$ cat src/rtl/comparator_pkg.sv
// Shared types and constants for the bit-serial magnitude comparator.
package comparator_pkg;

  typedef enum logic {
    ST_IDLE    = 1'b0,
    ST_COMPARE = 1'b1
  } state_t;

  // Result encoding, ordered {lt, gt, eq}.
  localparam logic [2:0] RES_NONE = 3'b000;
  localparam logic [2:0] RES_LT   = 3'b100;
  localparam logic [2:0] RES_GT   = 3'b010;
  localparam logic [2:0] RES_EQ   = 3'b001;

endpackage

$ cat src/rtl/comparator1bit.sv
// Combinational 1-bit magnitude compare slice: exactly one of lt/gt/eq is high.
module comparator1bit (
  input  logic a,
  input  logic b,
  output logic lt,
  output logic gt,
  output logic eq
);

  assign lt = ~a & b;
  assign gt = a & ~b;
  assign eq = ~(a ^ b);

endmodule

$ cat src/rtl/comparator_serial.sv
// Bit-serial magnitude comparator: walks latched operands MSB-first through one
// 1-bit slice, stopping at the first differing bit. Signed and unsigned modes.
module comparator_serial
  import comparator_pkg::*;
#(
  parameter int WIDTH = 8
) (
  input  logic             clk,
  input  logic             rst,
  input  logic             start,
  input  logic             signed_mode,
  input  logic [WIDTH-1:0] a,
  input  logic [WIDTH-1:0] b,
  output logic             busy,
  output logic             done,
  output logic             a_lt_b,
  output logic             a_gt_b,
  output logic             a_eq_b
);

  localparam int IW = $clog2(WIDTH);
  localparam logic [IW-1:0] IDX_MSB = IW'(WIDTH - 1);

  state_t           state;
  state_t           state_n;
  logic [WIDTH-1:0] a_q;
  logic [WIDTH-1:0] b_q;
  logic             signed_q;
  logic [IW-1:0]    idx;
  logic             done_q;
  logic [2:0]       res_q;

  logic             load;
  logic             step;
  logic             decide;
  logic             s_lt;
  logic             s_gt;
  logic             s_eq;
  logic             swap;
  logic [2:0]       res_n;

  comparator1bit u_slice (
    .a  (a_q[idx]),
    .b  (b_q[idx]),
    .lt (s_lt),
    .gt (s_gt),
    .eq (s_eq)
  );

  // In two's complement the sign bit carries negative weight, so a set MSB
  // means "smaller": swap the slice's lt/gt on the sign bit only.
  assign swap = signed_q && (idx == IDX_MSB);

  always_comb begin
    state_n = state;
    load    = 1'b0;
    step    = 1'b0;
    decide  = 1'b0;
    res_n   = res_q;
    case (state)
      ST_IDLE: begin
        if (start) begin
          load    = 1'b1;
          state_n = ST_COMPARE;
        end
      end
      ST_COMPARE: begin
        if (!s_eq) begin
          decide  = 1'b1;
          state_n = ST_IDLE;
          res_n   = swap ? {s_gt, s_lt, 1'b0} : {s_lt, s_gt, 1'b0};
        end else if (idx == '0) begin
          decide  = 1'b1;
          state_n = ST_IDLE;
          res_n   = RES_EQ;
        end else begin
          step    = 1'b1;
        end
      end
      default: state_n = ST_IDLE;
    endcase
  end

  always_ff @(posedge clk or posedge rst) begin
    if (rst) begin
      state    <= ST_IDLE;
      a_q      <= '0;
      b_q      <= '0;
      signed_q <= 1'b0;
      idx      <= '0;
      done_q   <= 1'b0;
      res_q    <= RES_NONE;
    end else begin
      state  <= state_n;
      done_q <= decide;
      res_q  <= res_n;
      if (load) begin
        a_q      <= a;
        b_q      <= b;
        signed_q <= signed_mode;
        idx      <= IDX_MSB;
      end else if (step) begin
        idx <= idx - 1'b1;
      end
    end
  end

  assign busy   = (state == ST_COMPARE);
  assign done   = done_q;
  assign a_lt_b = res_q[2];
  assign a_gt_b = res_q[1];
  assign a_eq_b = res_q[0];

endmodule

$ cat config.mk
export PLATFORM = sky130hd
export DESIGN_NAME = comparator_serial
export DESIGN_NICKNAME = d
export VERILOG_FILES = /design/src/rtl/comparator_pkg.sv /design/src/rtl/comparator1bit.sv /design/src/rtl/comparator_serial.sv
export SDC_FILE = /design/constraint.sdc
export NUM_CORES = 1
export LEC_CHECK = 0
export CORE_MARGIN = 4
export CORE_UTILIZATION = 25
export CTS_BUF_LIST = sky130_fd_sc_hd__clkbuf_4
export DETAILED_ROUTE_END_ITERATION = 12
export PLACE_DENSITY_LB_ADDON = 0.25
export SLEW_MARGIN = 0
export SYNTH_ARGS = -nofsm -noshare
export SYNTH_HDL_FRONTEND = slang
export SYNTH_SLANG_ARGS = --single-unit
$ cat constraint.sdc
create_clock -name clk -period 5.75 [get_ports clk]
set_clock_uncertainty 0.1 [all_clocks]
set_input_delay 1.725 -clock clk [delete_from_list [all_inputs] [get_ports clk]]
set_output_delay 1.725 -clock clk [all_outputs]
set_load 0.005 [all_outputs]
==> results.json <==
{
  "status": "completed",
  "pwr_density_cell_mw_per_mm2": 519,
  "avgViaCountPerCell": 4.32,
  "final_common_cell": "dfrtp_1",
  "synth_top_family_by_area": "multiplexers",
  "netlist_area_mm2": 0.00123,
  "synth_seq_cells": 25,
  "worst-r2r-cell-count": 6,
  "synth_seq_area_share": 0.507,
  "hold_class": "reg2reg",
  "fin_util": 0.329,
  "synth_mux_area_frac": 0.318,
  "worst_pin_slew_ps": 949,
  "clock-sinks": 25,
  "fp.dieH_um": 78.3,
  "drive_gt1_frac": 0.336,
  "hold_slack_ps": 405,
  "cts_setup_buffers": 0,
  "drt_iter0_drc": 29,
  "die_x_um": 78.3,
  "core_area_mm2": 0.00475,
  "crit_type": "reg2out",
  "fin_nets": 133,
  "setup.worst_path.start": "busy$_DFF_PP0_",
  "h-tree-depth": 1,
  "ant_nets": 0,
  "max_slew_margin": 0.367,
  "synth-simple-area-share": 0.0547,
  "ctsHoldBuffers": 0,
  "critical_path.top_delay_family": "buffers and inverters",
  "clkTransAtPathRegs_ps": 140,
  "fin_crit_sh": 0.550,
  "finalMaxSlewViolations": 0,
  "cp_slowest_cell": "clkdlybuf4s50_1",
  "fillers": 491,
  "hold_path_end": "res_q[0]$_DFFE_PP0P_",
  "synth_cell_types": 23,
  "drt_wl_total_um": 2110,
  "endpoint_kind": "output pin",
  "clockBufferDepth": 2,
  "synth_fa_ha_area_frac": 0.0507,
  "drc": 0,
  "synth-xor-area-share": 0,
  "synthCells": 82,
  "syn_nets": 107,
  "cts_buffers": 3,
  "dp_hpwl_um": 1580,
  "critical_path_buf_inv_count": 1,
  "antenna_found_initial": 0,
  "first_pass_iters": 4,
  "max_freq_mhz": 316,
  "n_antenna_cell": 0,
  "crit_chain": "clkdlybuf4s50_1",
  "routed-via-count": 752,
  "timing.rr.end": "res_q[1]$_DFFE_PP0P_",
  "syn_avg_cell_area_um2": 15.1,
  "root_buffer": "clkbuf_4",
  "max_stage_delay_ps": 540,
  "finalSetupTns_ps": 0,
  "grt_max_degree": 26,
  "overflow": 0,
  "row_count": 25,
  "clock_latency_ps": 320,
  "synth-compound-area-share": 0.0314,
  "grt_pass1_vias": 838,
  "syn_to_final_growth_pct": 26.7,
  "cts_tree": "yes",
  "yosysWarnings": 0,
  "hold_viol": 0,
  "mostFrequentLayoutCells": "25 x dfrtp_1, 24 x clkdlybuf4s50_1, 20 x mux2_2",
  "wire_per_inst_um": 12.1,
  "finalSetupViolCount": 0,
  "min_from": "res_q[0]$_DFFE_PP0P_",
  "startpoint_type": "register",
  "vdd_drop_max_uv": 146,
  "grtUsageTotal": 0.0784,
  "start_util": 0.260,
  "rsz0062_at_grt": "false",
  "io_pins": 25,
  "ctsResizeCount": 0,
  "reg2reg_from": "idx[0]$_DFFE_PP0P_",
  "final.min_clock_period_ps": 3160,
  "leakagePower_nw": 0.652,
  "place_congestion": 0.689,
  "die_area_mm2": 0.00613,
  "port_buffers": 24,
  "rrSetupSlack_ps": 3210,
  "cp_max_fo": 8,
  "drv_cap": 0,
  "grt_pass1_wl_um": 3800,
  "worst-endpoint-required_ps": 3920,
  "hold-path-cell-count": 1,
  "arrival_ps": 1340
}
area by class of cell:
type,count,area [um2],share of cell area
Sequential cell,25,626,0.400
Tap cell,67,83.8,0.0536
Clock buffer,3,22.5,0.0144
Multi-Input combinational cell,48,562,0.359
Clock inverter,1,5.00,0.00320
Inverter,5,18.8,0.0120
Timing Repair Buffer,25,248,0.158
cell families after synthesis:
logic type,Yosys count
compound gates,4
fa+ha+maj,5
buf+inv,9
flops,25
mux,29
simple gates,10
state kept, by name, summed over array words and instances, names as in the netlist:
register	flops
signed_q	1
idx	3
res_q	3
b_q	8
done	1
busy	1
a_q	8
through the flow:
| stage | power [mW] | cell area [um2] | instances | setup WS [ps] |
|---|---|---|---|---|
| after floorplan | 0.645 | 1230 | 82 | 3080 |
| after global routing | 0.886 | 1570 | 174 | 2500 |
| after detailed placement | 0.744 | 1540 | 170 | 2560 |
| after global placement | 0.733 | 1540 | 170 | 2570 |
| after CTS | 0.826 | 1570 | 174 | 2570 |
| final | 0.812 | 1570 | 174 | 2590 |
Yosys cell counts, drive strengths merged:
cell / n / area, um2
a21boi: 1 / 11.3
a311o: 2 / 20.0
and3: 1 / 6.26
buf: 4 / 28.8
dfrtp: 25 / 626
ha: 5 / 62.6
inv: 5 / 18.8
mux2: 22 / 248
mux2i: 3 / 55.1
mux4: 4 / 90.1
nand2b: 2 / 20.0
nand3: 2 / 15.0
nand4: 2 / 12.5
nor2: 2 / 7.51
nor2b: 1 / 6.26
o21a: 1 / 7.51
per-layer routing:
| layer | part of all wire | global-route usage | vias up |
|---|---|---|---|
| li1 | - | - | 350 |
| met1 | 0.45 | 0.0988 | 382 |
| met2 | 0.50 | 0.122 | 16 |
| met3 | 0.030 | 0.0149 | 4 |
| met4 | 0.025 | 0.0507 | 0 |
| met5 | 0 | 0 | - |
power breakdown:
group	switching, mW	leakage (nW)	internal [mW]
Clock	0.0527	0.0177	0.0261
Sequential	0.0633	0.291	0.262
Combinational	0.161	0.344	0.247
Total	0.277	0.652	0.535
worst max path at each step:
| stage | to | slack [ps] | cells after the start |
|---|---|---|---|
| 2_1_floorplan | a_q[0]$_DFFE_PP0P_ | 3080 | 3 |
| 5_1_grt | busy | 2500 | 1 |
| 3_5_place_dp | idx[2]$_DFFE_PP0P_ | 2560 | 5 |
| 3_3_place_gp | idx[2]$_DFFE_PP0P_ | 2570 | 5 |
| 6_report | busy | 2590 | 1 |
| 4_1_cts | busy | 2570 | 1 |
No activity file was read; power rests on OpenSTA's default activity.
